--- config.mk ---
export PLATFORM = sky130hd
export DESIGN_NAME = instruction_fetch_unit_flat
export DESIGN_NICKNAME = d
export VERILOG_FILES = /design/src/rtl/cpu_pkg.sv /design/src/rtl/instruction_fetch_unit_if.sv /design/src/rtl/fetch_queue.sv /design/src/rtl/instruction_fetch_unit.sv /design/src/flat_wrapper.sv
export SDC_FILE = /design/constraint.sdc
export NUM_CORES = 1
export LEC_CHECK = 0
export BUFFER_PORTS_ARGS = -buffer_cell sky130_fd_sc_hd__clkbuf_2
export CAP_MARGIN = 0
export CORE_MARGIN = 2
export CORE_UTILIZATION = 40
export CTS_CLUSTER_DIAMETER = 60
export DETAILED_ROUTE_END_ITERATION = 10
export PLACE_DENSITY = 0.69
export REMOVE_ABC_BUFFERS = 1
export SLEW_MARGIN = 20
export SYNTH_ARGS = -nofsm -noshare
export SYNTH_HDL_FRONTEND = slang
export SYNTH_SLANG_ARGS = --single-unit
export TNS_END_PERCENT = 1
--- constraint.sdc ---
create_clock -name clk -period 9.2 [get_ports clk]
set_input_delay 1.84 -clock clk [delete_from_list [all_inputs] [get_ports clk]]
set_output_delay 1.84 -clock clk [all_outputs]
set_load 0.01 [all_outputs]
--- src/rtl/cpu_pkg.sv ---
// cpu_pkg: shared address/data widths and the fetch FSM state type
package cpu_pkg;
    localparam int ADDR_WIDTH = 20;
    localparam int DATA_WIDTH = 20;
    typedef enum logic [1:0] {IDLE, REQUEST, WAIT, DISCARD} fetch_state_t;
endpackage

--- src/rtl/instruction_fetch_unit_if.sv ---
// instruction_fetch_unit_if: instruction memory and decode handshakes of the fetch stage
interface instruction_fetch_unit_if;
    import cpu_pkg::*;
    logic                  mem_req_valid;
    logic                  mem_req_ready;
    logic [ADDR_WIDTH-1:0] mem_req_address;
    logic                  mem_resp_valid;
    logic [DATA_WIDTH-1:0] mem_resp_data;
    logic                  instr_valid;
    logic                  instr_ready;
    logic [DATA_WIDTH-1:0] instr_data;
    logic [ADDR_WIDTH-1:0] instr_pointer;
    modport master (
        output mem_req_valid, mem_req_address, instr_valid, instr_data, instr_pointer,
        input  mem_req_ready, mem_resp_valid, mem_resp_data, instr_ready
    );
    modport slave (
        input  mem_req_valid, mem_req_address, instr_valid, instr_data, instr_pointer,
        output mem_req_ready, mem_resp_valid, mem_resp_data, instr_ready
    );
endinterface

--- src/rtl/fetch_queue.sv ---
// fetch_queue: synchronous prefetch FIFO with flush; head reads as zero when empty
module fetch_queue #(
    parameter int DEPTH = 4,
    parameter int WIDTH = 40,
    localparam int CW = $clog2(DEPTH) + 1
) (
    input  logic             clk,
    input  logic             rst,
    input  logic             push,
    input  logic             pop,
    input  logic             flush,
    input  logic [WIDTH-1:0] push_data,
    output logic [WIDTH-1:0] head,
    output logic [CW-1:0]    count,
    output logic             empty,
    output logic             full
);
    localparam int AW = $clog2(DEPTH);
    logic [WIDTH-1:0] mem [DEPTH];
    logic [AW-1:0]    wr_ptr, rd_ptr;

    always_ff @(posedge clk) begin
        if (rst || flush) begin
            wr_ptr <= '0;
            rd_ptr <= '0;
            count  <= '0;
        end else begin
            wr_ptr <= wr_ptr + AW'(push);
            rd_ptr <= rd_ptr + AW'(pop);
            count  <= count + CW'(push) - CW'(pop);
        end
    end

    always_ff @(posedge clk) begin
        if (push) mem[wr_ptr] <= push_data;
    end

    assign empty = count == '0;
    assign full  = count == CW'(DEPTH);
    assign head  = empty ? '0 : mem[rd_ptr];
endmodule

--- src/rtl/instruction_fetch_unit.sv ---
// instruction_fetch_unit: segmented sequential fetch, one outstanding read, prefetch queue
module instruction_fetch_unit
    import cpu_pkg::*;
#(
    parameter int QUEUE_DEPTH = 4
) (
    input  logic                  clk,
    input  logic                  rst,
    input  logic [ADDR_WIDTH-1:0] instruction_segment,
    input  logic                  redirect_valid,
    input  logic [ADDR_WIDTH-1:0] redirect_pointer,
    output logic [ADDR_WIDTH-1:0] instruction_pointer,
    instruction_fetch_unit_if.master bus
);
    localparam int CW = $clog2(QUEUE_DEPTH) + 1;

    fetch_state_t state, state_next;
    logic accept, pop, push, full, empty, in_flight, slot_after_push;
    logic [CW-1:0] count;
    logic [DATA_WIDTH+ADDR_WIDTH-1:0] head;

    assign accept          = state == REQUEST && bus.mem_req_ready;
    assign in_flight       = state == WAIT || state == DISCARD;
    assign push            = state == WAIT && bus.mem_resp_valid && !redirect_valid;
    assign pop             = bus.instr_valid && bus.instr_ready;
    assign slot_after_push = (count - CW'(pop)) < CW'(QUEUE_DEPTH - 1);

    assign bus.mem_req_valid   = state == REQUEST;
    assign bus.mem_req_address = instruction_segment + instruction_pointer;
    assign bus.instr_valid     = !empty && !redirect_valid;
    assign {bus.instr_data, bus.instr_pointer} = head;

    always_comb begin
        state_next = state;
        case (state)
            IDLE:    state_next = full ? IDLE : REQUEST;
            REQUEST: state_next = accept ? WAIT : REQUEST;
            WAIT:    state_next = !bus.mem_resp_valid ? WAIT : slot_after_push ? REQUEST : IDLE;
            DISCARD: state_next = bus.mem_resp_valid ? REQUEST : DISCARD;
            default: state_next = IDLE;
        endcase
        // a redirect must still drain a request the memory has taken but not answered
        if (redirect_valid)
            state_next = (accept || (in_flight && !bus.mem_resp_valid)) ? DISCARD : REQUEST;
    end

    always_ff @(posedge clk) begin
        if (rst) begin
            state               <= IDLE;
            instruction_pointer <= '0;
        end else begin
            state <= state_next;
            if (redirect_valid)
                instruction_pointer <= redirect_pointer;
            else if (accept)
                instruction_pointer <= instruction_pointer + ADDR_WIDTH'(1);
        end
    end

    // the pointer already advanced at accept, so the word in flight belongs to pointer-1
    fetch_queue #(
        .DEPTH(QUEUE_DEPTH),
        .WIDTH(DATA_WIDTH + ADDR_WIDTH)
    ) u_queue (
        .clk(clk),
        .rst(rst),
        .push(push),
        .pop(pop),
        .flush(redirect_valid),
        .push_data({bus.mem_resp_data, instruction_pointer - ADDR_WIDTH'(1)}),
        .head(head),
        .count(count),
        .empty(empty),
        .full(full)
    );
endmodule

--- src/flat_wrapper.sv ---
// flat-port wrapper written by rule: the top's interface ports become plain ports
module instruction_fetch_unit_flat import cpu_pkg::*;
#(
    parameter int QUEUE_DEPTH = 4
)
  (clk, rst, instruction_segment, redirect_valid, redirect_pointer, instruction_pointer, bus_mem_req_valid, bus_mem_req_address, bus_instr_valid, bus_instr_data, bus_instr_pointer, bus_mem_req_ready, bus_mem_resp_valid, bus_mem_resp_data, bus_instr_ready);
  instruction_fetch_unit_if bus_i ();
  input  logic clk;
  input  logic rst;
  input  logic [ADDR_WIDTH-1:0] instruction_segment;
  input  logic redirect_valid;
  input  logic [ADDR_WIDTH-1:0] redirect_pointer;
  output logic [ADDR_WIDTH-1:0] instruction_pointer;
  output wire logic [$bits(bus_i.mem_req_valid)-1:0] bus_mem_req_valid;
  output wire logic [$bits(bus_i.mem_req_address)-1:0] bus_mem_req_address;
  output wire logic [$bits(bus_i.instr_valid)-1:0] bus_instr_valid;
  output wire logic [$bits(bus_i.instr_data)-1:0] bus_instr_data;
  output wire logic [$bits(bus_i.instr_pointer)-1:0] bus_instr_pointer;
  input wire logic [$bits(bus_i.mem_req_ready)-1:0] bus_mem_req_ready;
  input wire logic [$bits(bus_i.mem_resp_valid)-1:0] bus_mem_resp_valid;
  input wire logic [$bits(bus_i.mem_resp_data)-1:0] bus_mem_resp_data;
  input wire logic [$bits(bus_i.instr_ready)-1:0] bus_instr_ready;
  assign bus_mem_req_valid = bus_i.mem_req_valid;
  assign bus_mem_req_address = bus_i.mem_req_address;
  assign bus_instr_valid = bus_i.instr_valid;
  assign bus_instr_data = bus_i.instr_data;
  assign bus_instr_pointer = bus_i.instr_pointer;
  assign bus_i.mem_req_ready = bus_mem_req_ready;
  assign bus_i.mem_resp_valid = bus_mem_resp_valid;
  assign bus_i.mem_resp_data = bus_mem_resp_data;
  assign bus_i.instr_ready = bus_instr_ready;
  instruction_fetch_unit #(.QUEUE_DEPTH(QUEUE_DEPTH)) u_core (.clk(clk), .rst(rst), .instruction_segment(instruction_segment), .redirect_valid(redirect_valid), .redirect_pointer(redirect_pointer), .instruction_pointer(instruction_pointer), .bus(bus_i));
endmodule
# Yosys cells after proc, flatten, opt, wreduce, memory -nomap -nowiden
# Memories as Yosys holds them, arrays and structs flattened. A register that Yosys moved wholly into a read port is not among the register bits.
# Index checks and enable logic that the tools add are counted.
# word_totals
n_memories,1
mem_bits_rw,160
in_bits,66
word_cells,48
register_bits,29
# mem_list
memory,words,word_bits,rd,rd_ports_with_merged_regs,wr,line_no,rtl
u_core.u_queue.mem,4,40,1,1,1,fetch_queue.sv:19,logic [WIDTH-1:0] mem [DEPTH];
# op_classes
addsub,8
reduce_logical,15
n_eq_ne,4
mux,14
order_cmp,1
# op_table
operator,n
two-way mux 20 bit,2
two-way mux 40 bit,1
"adder 20 x 1 -> 20 bit, second input constant",1
adder 20 bit,1
"subtractor 20 x 1 -> 20 bit, second input constant",1
two-way mux 2 bit,6
case mux 2 bit (4 select lines),1
logical AND 1 bit,6
subtractor 3 x 1 -> 3 bit,2
adder 2 x 1 -> 2 bit,2
"== test 2 bit, second input constant",2
two-way mux 1 bit,4
adder 3 x 1 -> 3 bit,1
"== test 3 bit, second input constant",1
logical NOT 1 bit,3
logical NOT 3 bit,1
logical OR 1 bit,3
"less-than comparator 3 x 2 -> 1 bit, second input constant",1
"== test 2 x 1 -> 1 bit, second input constant",1
logical NOT 2 bit,1
nonzero test 2 bit,1

# Longest topological paths before layout
# Gate-level depths: netlist (run 1).
# depth
ltp_word,10
mapped_depth,11
depth_no_buf,11

# By module
# Synthesis (run 1) repeated with hierarchy kept, for this count alone.
# unflattened
cells_unflattened,609
hier_area_um2,8892.3
# modules_own_cells
module,seq_area_each_um2,area_per_inst_um2,cells_each,instances
fetch_queue,4944.7,6442.4,289,1
instruction_fetch_unit,440.4,2449.8,320,1

# Least setup slack after synthesis (run 1)
# OpenSTA, ideal clock, no wires.
# synth_timing
path_type,in2out
start,input port instruction_segment[0]
end,output port bus_mem_req_address[18]
n_path_buf,0
stages,9
arrival_time_ns,3.836
setup_slack_ns,3.524
cell_sequence,ha_1 inv_1 fa_1 nor2b_1 o2111ai_1 a31oi_1 a211o_1 nor3_1 a2111oi_1
# synth_between
elab_chain_cells,1
# synth_rtl
element,line_no,rtl
start: declaration,flat_wrapper.sv:10,input logic [ADDR_WIDTH-1:0] instruction_segment;
adder 20 bit,instruction_fetch_unit.sv:29,assign bus.mem_req_address = instruction_segment + instruction_pointer;
end: declaration,flat_wrapper.sv:15,output wire logic [$bits(bus_i.mem_req_address)-1:0] bus_mem_req_address;
# Every way passes these cells.

# Final worst setup path (run 1)
# Ends and elaborated chain as after synthesis.

==> results of run 1 <==
## critical path: cells and delay by family
family	cells	cell delay (ns)
compound gates	4	1.14
fa+ha+maj	2	0.57
buf+inv	3	0.33
simple gates	2	0.25
## cells in the mapped netlist (5+ instances only)
| cell type | number |
|---|---|
| sky130_fd_sc_hd__o21a_1 | 6 |
| sky130_fd_sc_hd__buf_2 | 5 |
| sky130_fd_sc_hd__buf_1 | 7 |
| sky130_fd_sc_hd__nor2b_1 | 44 |
| sky130_fd_sc_hd__clkbuf_1 | 15 |
| sky130_fd_sc_hd__a21oi_1 | 25 |
| sky130_fd_sc_hd__ha_1 | 27 |
| sky130_fd_sc_hd__a21o_1 | 7 |
| sky130_fd_sc_hd__nand3_1 | 8 |
| sky130_fd_sc_hd__dfxtp_1 | 29 |
| sky130_fd_sc_hd__nor3_1 | 9 |
| sky130_fd_sc_hd__inv_1 | 16 |
| sky130_fd_sc_hd__o21ai_0 | 8 |
| sky130_fd_sc_hd__xor2_1 | 35 |
| sky130_fd_sc_hd__edfxtp_1 | 160 |
| sky130_fd_sc_hd__nor2_1 | 35 |
| sky130_fd_sc_hd__mux4_2 | 40 |
| sky130_fd_sc_hd__nand2_1 | 39 |
| sky130_fd_sc_hd__a211oi_1 | 9 |
| sky130_fd_sc_hd__xnor2_1 | 24 |
| sky130_fd_sc_hd__o211ai_1 | 5 |
| sky130_fd_sc_hd__nand4_1 | 7 |
## through the flow
step	hold slack (ns)	worst slack [ns]	power (mW)	area (um2)
finish	0.5478	3.221	1.863	10520
global placement	0.5232	3.220	1.157	9911
global route	0.5996	2.991	1.945	10520
detailed placement	0.5350	3.173	1.160	9911
floorplan	0.4903	3.524	1.088	8743
CTS	0.5494	3.167	1.885	10490
## layer usage
| metal | track usage [%] | vias up | wire [um] |
|---|---|---|---|
| met2 | 25.00 | 128 | 8183 |
| met1 | 21.18 | 2587 | 8254 |
| met4 | 5.026 | 0 | 226 |
| met3 | 3.317 | 14 | 825 |
| li1 | - | 2623 | - |
| met5 | 0 | - | 0 |
## cell usage in the layout, fill, tap and decap left out, types with 8 or more instances in the layout
cell	instances
sky130_fd_sc_hd__a211oi_1	9
sky130_fd_sc_hd__clkbuf_16	17
sky130_fd_sc_hd__inv_1	16
sky130_fd_sc_hd__a21oi_1	25
sky130_fd_sc_hd__nor2_1	33
sky130_fd_sc_hd__nand3_1	8
sky130_fd_sc_hd__mux4_2	40
sky130_fd_sc_hd__o21ai_0	8
sky130_fd_sc_hd__nand2_1	39
sky130_fd_sc_hd__nor2b_1	44
sky130_fd_sc_hd__ha_1	27
sky130_fd_sc_hd__clkbuf_2	147
sky130_fd_sc_hd__dfxtp_1	27
sky130_fd_sc_hd__edfxtp_1	160
sky130_fd_sc_hd__xor2_1	35
sky130_fd_sc_hd__xnor2_1	24
## state kept, by name (all words and copies together), names as in the netlist
name / cells
u_core.u_queue.rd_ptr: 2
u_core.state: 2
u_core.u_queue.wr_ptr: 2
u_core.instruction_pointer: 20
u_core.u_queue.count: 3
u_core.u_queue.mem: 160
## path summary, 6_finish.rpt
path	to	slack [ns]	depth (start not counted)
max	bus_mem_req_address[18]	3.22	11
min	u_core.state[1]	0.55	2
max reg2reg	u_core.u_queue.mem[0][16]	6.47	8
min reg2reg	u_core.state[1]	0.55	2
## report_power, final
group	switching (mW)	internal [mW]	total, mW
Sequential	0.0162	0.946	0.962
Combinational	0.103	0.0753	0.178
Clock	0.317	0.406	0.723
## cells by family after synthesis
logic type | after synthesis | share of synthesized area [%]
flip-flops | 189 | 60.41
XOR/XNOR | 59 | 5.796
AO/OA/AOI/OAI | 75 | 5.474
multiplexers | 44 | 10.55
adder cells (fa/ha/maj) | 29 | 4.239
buffers and inverters | 48 | 2.639
AND/OR/NAND/NOR | 176 | 10.89
## final cells by class
class	count	area (um2)	area share [%]
Clock inverter	14	153.9	1.463
Multi-Input combinational cell	383	3321	31.56
Timing Repair Buffer	155	815.8	7.754
Sequential cell	189	5388	51.21
Tap cell	280	350.3	3.330
Clock buffer	18	429.2	4.079
Inverter	17	63.81	0.6065
==> results.py, run 1 <==
metrics = {
    "yosys": {
        "synth_ff_type": "sky130_fd_sc_hd__edfxtp_1",
        "proportion_of_netlist_area_held_by_the_largest_area_contributor_pct": 53.89,
        "synth.largest_area_cell": "sky130_fd_sc_hd__edfxtp_1",
        "synthDistinctLibCells": 57,
        "synth-seq-area-share_pct": 60.41,
        "syn_inst": 620,
        "yosys_register_bits": 189,
        "synth_async_sr_flop_share_pct": 0,
        "avg_cell_area_syn_um2": 14.38,
        "yosysWarnings": 0,
        "top_cells_by_area_in_the_synthesized_netlist": "sky130_fd_sc_hd__edfxtp_1 54%, sky130_fd_sc_hd__mux4_2 10%, sky130_fd_sc_hd__dfxtp_1 6.5%, sky130_fd_sc_hd__ha_1 3.8%, sky130_fd_sc_hd__xor2_1 3.4%",
        "post_synth_instance_area_um2": 8915,
        "synth_edf_count": 160,
    },
    "power_and_ir_drop": {
        "cellLeakagePower_nw": 3.948,
        "pwr_density_cell_nw_per_um2": 177.1,
        "worst_ir_drop_vdd_mv": 0.1036,
    },
    "setup_path": {
        "crit_chain": "clkbuf_2 -> ha_1 -> inv_1 -> fa_1 -> nor2b_1 -> o2111ai_1 -> a31oi_1 -> a211o_1 -> nor3_1 -> a2111oi_1 -> clkbuf_2",
        "cpMaxStageDelayCell": "sky130_fd_sc_hd__a31oi_1",
        "required_ns": 7.36,
        "launching_point_of_the_worst_reg2reg_path": "u_core.instruction_pointer[0]",
        "cp.arrival_ns": 4.14,
        "path_max_fanout": 4,
        "timing.critical_path.from": "instruction_segment[0]",
        "critical_path.max_stage_delay_ns": 0.41,
        "cp-end-kind": "output port",
        "worst_path_most_repeated_cell": "sky130_fd_sc_hd__clkbuf_2",
        "crit_type": "primary input to output port",
        "timing.critical_path.from_type": "primary input",
    },
    "placement": {
        "gpl.final_weighted_congestion": 0.7971,
        "post-dp-hpwl_um": 11580,
        "io_buffer_count": 147,
        "post-place-cells": 1023,
    },
    "grt": {
        "track_usage_pct": 15.55,
        "grt_antenna_before_repair": 0,
        "first_pass_grt_wire_length_um": 28800,
        "overflow": 0,
        "grt_max_degree": 42,
        "first_global_vias": 5458,
    },
    "min_path": {
        "holdCritStartpoint": "u_core.state[1]",
        "hp-class": "flop to flop",
    },
    "floorplanning": {
        "boundaryPins": 148,
        "dieHeight_um": 153.3,
        "die_w_um": 153.3,
        "starting_utilization_of_the_core_area_pct": 40.85,
        "design.die.area_um2": 23500,
        "core_um2": 21820,
        "rows": 54,
    },
    "drt": {
        "drt-wirelength-per-cell_um": 16.56,
        "drt_pass1_iterations": 4,
        "remaining_drc_errors": 0,
        "routed-via-count": 5352,
        "first_iter_violations": 244,
        "post_drt_via_cell_ratio": 5.068,
        "drt_wl_total_um": 17490,
        "antenna_left": 0,
    },
    "clocking": {
        "numCtsBuffers": 17,
        "clock_path_buffers": 2,
        "htree_num_levels": 4,
        "cts_tree": "yes",
        "hold_buffers": 0,
        "root_buffer_cell": "sky130_fd_sc_hd__clkbuf_16",
        "clk_transition_reported_paths_ns": 0.07,
        "worstSkewPairLatency_ns": 0.43,
        "cts_resized": 0,
        "cts_post_setup_buffers_inserted": 0,
        "cts.sinks": 189,
    },
    "sta": {
        "finalHoldViolations": 0,
        "fin_crit_sh_pct": 64.99,
        "final-max-slew-violation-count": 0,
        "finalCriticalPeriod_ns": 5.979,
        "timing_worst_slew_pin_value_ns": 0.8180,
        "highest_clock_rate_ghz": 0.1672,
        "slew_headroom_pct": 45.47,
        "grt_setup_unrepaired": "no",
        "clock-skew-final_ns": 0.01173,
        "finalSetupViolations": 0,
        "tns_ns": 0,
    },
    "cells_and_area": {
        "final_layout_size_suffix_gt1_share_pct": 31.31,
        "num_antenna_cells": 0,
        "nFillCells": 1955,
        "finish.net_count": 858,
        "fin_cells": 1056,
        "area.growth.synth_to_final_pct": 18.02,
        "finish.utilization_pct": 48.21,
    },
    "outcome": {
        "status": "finished clean",
    },
    "job": {
        "number_of_violations_of_the_max_capacitance_limit": 0,
    },
}
(Power assumes the default switching activity.)
==> run 2: changes to the inputs <==
- clock period: 9.2 -> 5.57 ns (I/O delays scaled with it)
==> run 2 against run 1 <==
  * Clock skew decreased by 0.0017 ns
  * Combinational power up 66%
  * Final cell count did not move
  * Core utilization down 0.063 points
  * Total power is 65% higher
  * Count of clock-buffer cells in the layout shrank 1
  * Die area unchanged
  * Largest cell class unchanged
==> results.py, run 2 (synthesized netlist as in run 1, its figures left out) <==
metrics = {
    "power_and_ir_drop": {
        "worst_ir_drop_vdd_mv": 0.1817,
        "cellLeakagePower_nw": 3.928,
        "pwr_density_cell_nw_per_um2": 292.0,
    },
    "sta": {
        "finalSetupViolations": 0,
        "timing_worst_slew_pin_value_ns": 0.9504,
        "clock-skew-final_ns": 0.01004,
        "slew_headroom_pct": 36.49,
        "highest_clock_rate_ghz": 0.2202,
        "fin_crit_sh_pct": 81.54,
        "tns_ns": 0,
        "grt_setup_unrepaired": "no",
        "final-max-slew-violation-count": 0,
        "finalCriticalPeriod_ns": 4.542,
        "finalHoldViolations": 0,
    },
    "cells_and_area": {
        "area.sequential_um2": 5388,
        "biggestRegsByFlops": "u_core.u_queue.mem (160), u_core.instruction_pointer (20), u_core.u_queue.count (3)",
        "final_layout_size_suffix_gt1_share_pct": 31.44,
        "layout.cells.most_common": "sky130_fd_sc_hd__edfxtp_1",
        "num_antenna_cells": 0,
        "nFillCells": 1920,
        "largest_register_ffs": 160,
        "largest_register": "u_core.u_queue.mem",
        "layout_common_cells": "160 x sky130_fd_sc_hd__edfxtp_1, 147 x sky130_fd_sc_hd__clkbuf_2, 44 x sky130_fd_sc_hd__nor2b_1, 40 x sky130_fd_sc_hd__mux4_2, 39 x sky130_fd_sc_hd__nand2_1",
        "post-route-cell-area_um2": 10510,
        "multi_input_area_um2": 3324,
        "area.growth.synth_to_final_pct": 17.87,
        "finish.net_count": 858,
    },
    "drt": {
        "first_iter_violations": 274,
        "drt-wirelength-per-cell_um": 17.27,
        "remaining_drc_errors": 0,
        "routed-via-count": 5337,
        "drt_wl_total_um": 18240,
        "antenna_left": 0,
        "drt_pass1_iterations": 4,
        "post_drt_via_cell_ratio": 5.054,
    },
    "setup_path": {
        "timing.critical_path.from_type": "primary input",
        "cp-end-kind": "output port",
        "cpMaxStageDelayCell": "sky130_fd_sc_hd__a31oi_1",
        "worst_path_most_repeated_cell": "sky130_fd_sc_hd__clkbuf_2",
        "critical_path_cell_count": 11,
        "cp.arrival_ns": 3.43,
        "critical_path.n_buffers_inverters": 3,
        "crit_chain": "clkbuf_2 -> ha_1 -> inv_1 -> fa_1 -> nor2b_1 -> o2111ai_1 -> a31oi_1 -> a211o_1 -> nor3_1 -> a2111oi_1 -> clkbuf_2",
        "reg2reg_setup_slack_ns": 2.88,
        "setup.worst_path.end": "bus_mem_req_address[18]",
        "timing.rr.end": "u_core.u_queue.count[2]",
        "crit_type": "primary input to output port",
        "required_ns": 4.46,
        "path_max_fanout": 4,
        "launching_point_of_the_worst_reg2reg_path": "u_core.u_queue.count[1]",
        "timing.critical_path.from": "instruction_segment[0]",
        "critical_path.top_delay_family": "compound AO/OA/AOI/OAI gates",
        "critical_path.max_stage_delay_ns": 0.42,
        "r2r.worst_path.cells": 12,
    },
    "clocking": {
        "cts.sinks": 189,
        "root_buffer_cell": "sky130_fd_sc_hd__clkbuf_16",
        "worstSkewPairLatency_ns": 0.43,
        "htree_num_levels": 4,
        "clk_transition_reported_paths_ns": 0.07,
        "clock_path_buffers": 2,
        "cts_tree": "yes",
        "numCtsBuffers": 17,
        "cts_resized": 0,
        "cts_post_setup_buffers_inserted": 0,
        "hold_buffers": 0,
    },
    "job": {
        "number_of_violations_of_the_max_capacitance_limit": 0,
    },
    "placement": {
        "placed_cell_area_um2": 9918,
        "io_buffer_count": 147,
        "post-dp-hpwl_um": 12260,
        "gpl.final_weighted_congestion": 0.7797,
    },
    "floorplanning": {
        "boundaryPins": 148,
        "core_um2": 21820,
        "design.die.area_um2": 23500,
        "dieHeight_um": 153.3,
        "starting_utilization_of_the_core_area_pct": 40.85,
        "rows": 54,
        "die_w_um": 153.3,
    },
    "min_path": {
        "holdPathStages": 2,
        "holdCritStartpoint": "u_core.state[1]",
        "hp-class": "flop to flop",
    },
    "grt": {
        "overflow": 0,
        "grt_max_degree": 42,
        "first_global_vias": 5457,
        "track_usage_pct": 16.02,
        "grt_antenna_before_repair": 0,
        "first_pass_grt_wire_length_um": 29270,
    },
    "outcome": {
        "status": "finished clean",
    },
}
-- run 2: final cells by class --
class	count	area share [%]
tap	280	3.334
multi-input combinational	383	31.64
timing repair buffer	155	7.573
clock inverter	15	1.524
sequential	189	51.27
inverter	17	0.6073
clock buffer	17	4.049
-- run 2: worst min path at each step --
stage	to
finish	u_core.state[1]
global route	u_core.state[1]
CTS	u_core.state[1]
detailed placement	u_core.state[1]
global placement	u_core.state[1]
floorplan	u_core.state[1]
-- run 2: power by group --
part | leakage [nW] | internal, mW | total, mW | switching, mW
clock network | 0.272 | 0.633 | 1.18 | 0.550
logic | 1.97 | 0.125 | 0.296 | 0.171
registers | 1.68 | 1.56 | 1.59 | 0.0270
-- run 2: tightest hold or removal path, delay by kind of cell (launching register included) --
family / cells / cell delay, ns
compound gates: 1 / 0.06
simple gates: 1 / 0.09
flops: 1 / 0.36
-- run 2: metrics by stage --
step	utilization [%]	total power, mW	worst slack, ns	std cells	hold slack [ns]
after floorplan	-	1.797	0.7031	589	0.4903
after global placement	45.45	1.911	1.033	1024	0.5241
after detailed placement	45.45	1.916	1.013	1024	0.5424
after CTS	48.13	3.094	1.002	1056	0.5479
after global routing	48.15	3.195	0.8060	1056	0.5780
final	48.15	3.069	1.028	1056	0.5484
-- run 2: metal layers --
| layer | track usage (%) | vias to the layer above | wire length (um) |
|---|---|---|---|
| met5 | 0 | - | 0 |
| met4 | 4.762 | 0 | 214 |
| met3 | 3.119 | 16 | 738 |
| met2 | 26.89 | 127 | 8922 |
| met1 | 21.19 | 2575 | 8362 |
| li1 | - | 2619 | - |
==> run 3: changes to the inputs <==
- clock period: 5.57 -> 4.45 ns (I/O delays scaled with it)
==> run 3 against run 2 <==
  * Sequential share of layout area shrank 0.24 points
  * Setup slack lost 0.54 ns
  * Register-to-register slack lost 1.1 ns
  * Count of clock-buffer cells in the layout grew 3
  * Largest cell class unchanged
  * Combinational power grew 26%
  * Highest routed layer unchanged
  * Final cell count grew 0.19%
  * Critical path depth shrank 1
==> results.py, run 3 (synthesized netlist as in run 1, its figures left out) <==
metrics = {
    "clocking": {
        "cts_tree": "yes",
        "numCtsBuffers": 17,
        "root_buffer_cell": "sky130_fd_sc_hd__clkbuf_16",
        "hold_buffers": 0,
        "clk_transition_reported_paths_ns": 0.07,
        "worstSkewPairLatency_ns": 0.42,
        "clock_path_buffers": 2,
        "htree_num_levels": 4,
        "cts_resized": 0,
        "cts_post_setup_buffers_inserted": 0,
        "cts.sinks": 189,
    },
    "grt": {
        "first_pass_grt_wire_length_um": 29400,
        "grt_antenna_before_repair": 0,
        "first_global_vias": 5438,
        "grt_max_degree": 42,
        "track_usage_pct": 15.96,
        "overflow": 0,
    },
    "drt": {
        "drt_wl_total_um": 18060,
        "drt-wirelength-per-cell_um": 17.07,
        "antenna_left": 0,
        "remaining_drc_errors": 0,
        "routed-via-count": 5348,
        "drt_pass1_iterations": 4,
        "first_iter_violations": 286,
        "post_drt_via_cell_ratio": 5.055,
    },
    "setup_path": {
        "path_max_fanout": 8,
        "crit_chain": "ha_1 -> inv_1 -> fa_1 -> nor2b_1 -> o2111ai_1 -> a31oi_1 -> a211o_1 -> nor3_1 -> a2111oi_1 -> clkbuf_2",
        "cp-end-kind": "output port",
        "cp.arrival_ns": 3.08,
        "timing.critical_path.from_type": "flop",
        "crit_type": "flop to output port",
        "required_ns": 3.56,
        "critical_path.max_stage_delay_ns": 0.49,
        "critical_path.top_delay_family": "compound AO/OA/AOI/OAI gates",
        "critical_path.n_buffers_inverters": 2,
        "cpMaxStageDelayCell": "sky130_fd_sc_hd__dfxtp_1",
    },
    "cells_and_area": {
        "num_antenna_cells": 0,
        "layout.cells.most_common": "sky130_fd_sc_hd__edfxtp_1",
        "post-route-cell-area_um2": 10560,
        "final_layout_size_suffix_gt1_share_pct": 31.62,
        "area.growth.synth_to_final_pct": 18.43,
        "layout_common_cells": "160 x sky130_fd_sc_hd__edfxtp_1, 147 x sky130_fd_sc_hd__clkbuf_2, 44 x sky130_fd_sc_hd__nor2b_1, 40 x sky130_fd_sc_hd__mux4_2, 39 x sky130_fd_sc_hd__nand2_1",
        "finish.net_count": 860,
        "largest_register_ffs": 160,
        "nFillCells": 1910,
        "largest_register": "u_core.u_queue.mem",
        "biggestRegsByFlops": "u_core.u_queue.mem (160), u_core.instruction_pointer (20), u_core.u_queue.count (3)",
        "finish.utilization_pct": 48.38,
    },
    "sta": {
        "fin_crit_sh_pct": 89.11,
        "clock-skew-final_ns": 0.008538,
        "slew_headroom_pct": 35.81,
        "timing_worst_slew_pin_value_ns": 0.9629,
        "finalHoldViolations": 0,
        "tns_ns": 0,
        "final.setup.worst_slack_ns": 0.4846,
        "grt_setup_unrepaired": "no",
        "highest_clock_rate_ghz": 0.2522,
        "finalCriticalPeriod_ns": 3.965,
        "final-max-slew-violation-count": 0,
        "finalSetupViolations": 0,
    },
    "power_and_ir_drop": {
        "cellLeakagePower_nw": 3.963,
        "pwr_density_cell_nw_per_um2": 364.5,
        "total_power_mw": 3.848,
        "worst_ir_drop_vdd_mv": 0.2242,
    },
    "floorplanning": {
        "boundaryPins": 148,
        "die_w_um": 153.3,
        "dieHeight_um": 153.3,
        "starting_utilization_of_the_core_area_pct": 40.85,
        "core_um2": 21820,
        "rows": 54,
        "design.die.area_um2": 23500,
    },
    "placement": {
        "post-dp-hpwl_um": 12310,
        "placed_cell_area_um2": 9958,
        "gpl.final_weighted_congestion": 0.8056,
        "io_buffer_count": 147,
        "detailedPlace.worstSlack_ns": 0.4738,
    },
    "outcome": {
        "status": "finished clean",
    },
    "job": {
        "number_of_violations_of_the_max_capacitance_limit": 0,
    },
    "min_path": {
        "hp-class": "flop to flop",
    },
}
==> run 3: where the power goes <==
part           switching (mW)  internal (mW)  total (mW)
combinational           0.216          0.156       0.372
clock                   0.660          0.828        1.49
sequential             0.0325           1.96        1.99
total                   0.909           2.94        3.85
==> run 3: through the flow <==
| step | instances | hold slack, ns |
|---|---|---|
| finish | 1058 | 0.5750 |
| global route | 1058 | 0.6142 |
| CTS | 1058 | 0.5606 |
| detailed placement | 1026 | 0.5478 |
| global placement | 1026 | 0.5451 |
| floorplan | 589 | 0.4903 |
==> run 3: path summary, 6_finish.rpt <==
kind,from,end,slack (ns),cells past startpoint
worst max-delay path,u_core.instruction_pointer[0],bus_mem_req_address[18],0.48,10
worst max register to register,u_core.instruction_pointer[0],u_core.u_queue.mem[0][16],1.74,8
worst min-delay path,u_core.state[1],u_core.state[1],0.58,2
worst min register to register,u_core.state[1],u_core.state[1],0.58,2
==> run 3: layer usage <==
layer | wire [um] | vias to the layer above | global-route usage [%] | share of wire, %
li1 | - | 2624 | - | -
met1 | 8325 | 2579 | 21.71 | 46
met2 | 8589 | 127 | 25.81 | 48
met3 | 889 | 18 | 3.289 | 4.9
met4 | 256 | 0 | 5.159 | 1.4
met5 | 0 | - | 0 | 0
==> run 3: tightest hold or removal path, stage by stage (launching register included) <==
cell	delay (ns)
sky130_fd_sc_hd__dfxtp_1	0.37
sky130_fd_sc_hd__nand2b_1	0.09
sky130_fd_sc_hd__a21oi_1	0.06
==> run 3: area by class of cell <==
class	instances	area, um2	share of cell area [%]
clock buffers	20	500.5	4.740
flip-flops and latches	189	5388	51.03
multi-input cells	383	3321	31.45
clock inverters	12	98.84	0.9362
well taps	280	350.3	3.318
inverters	17	63.81	0.6044
repair buffers	157	835.8	7.917
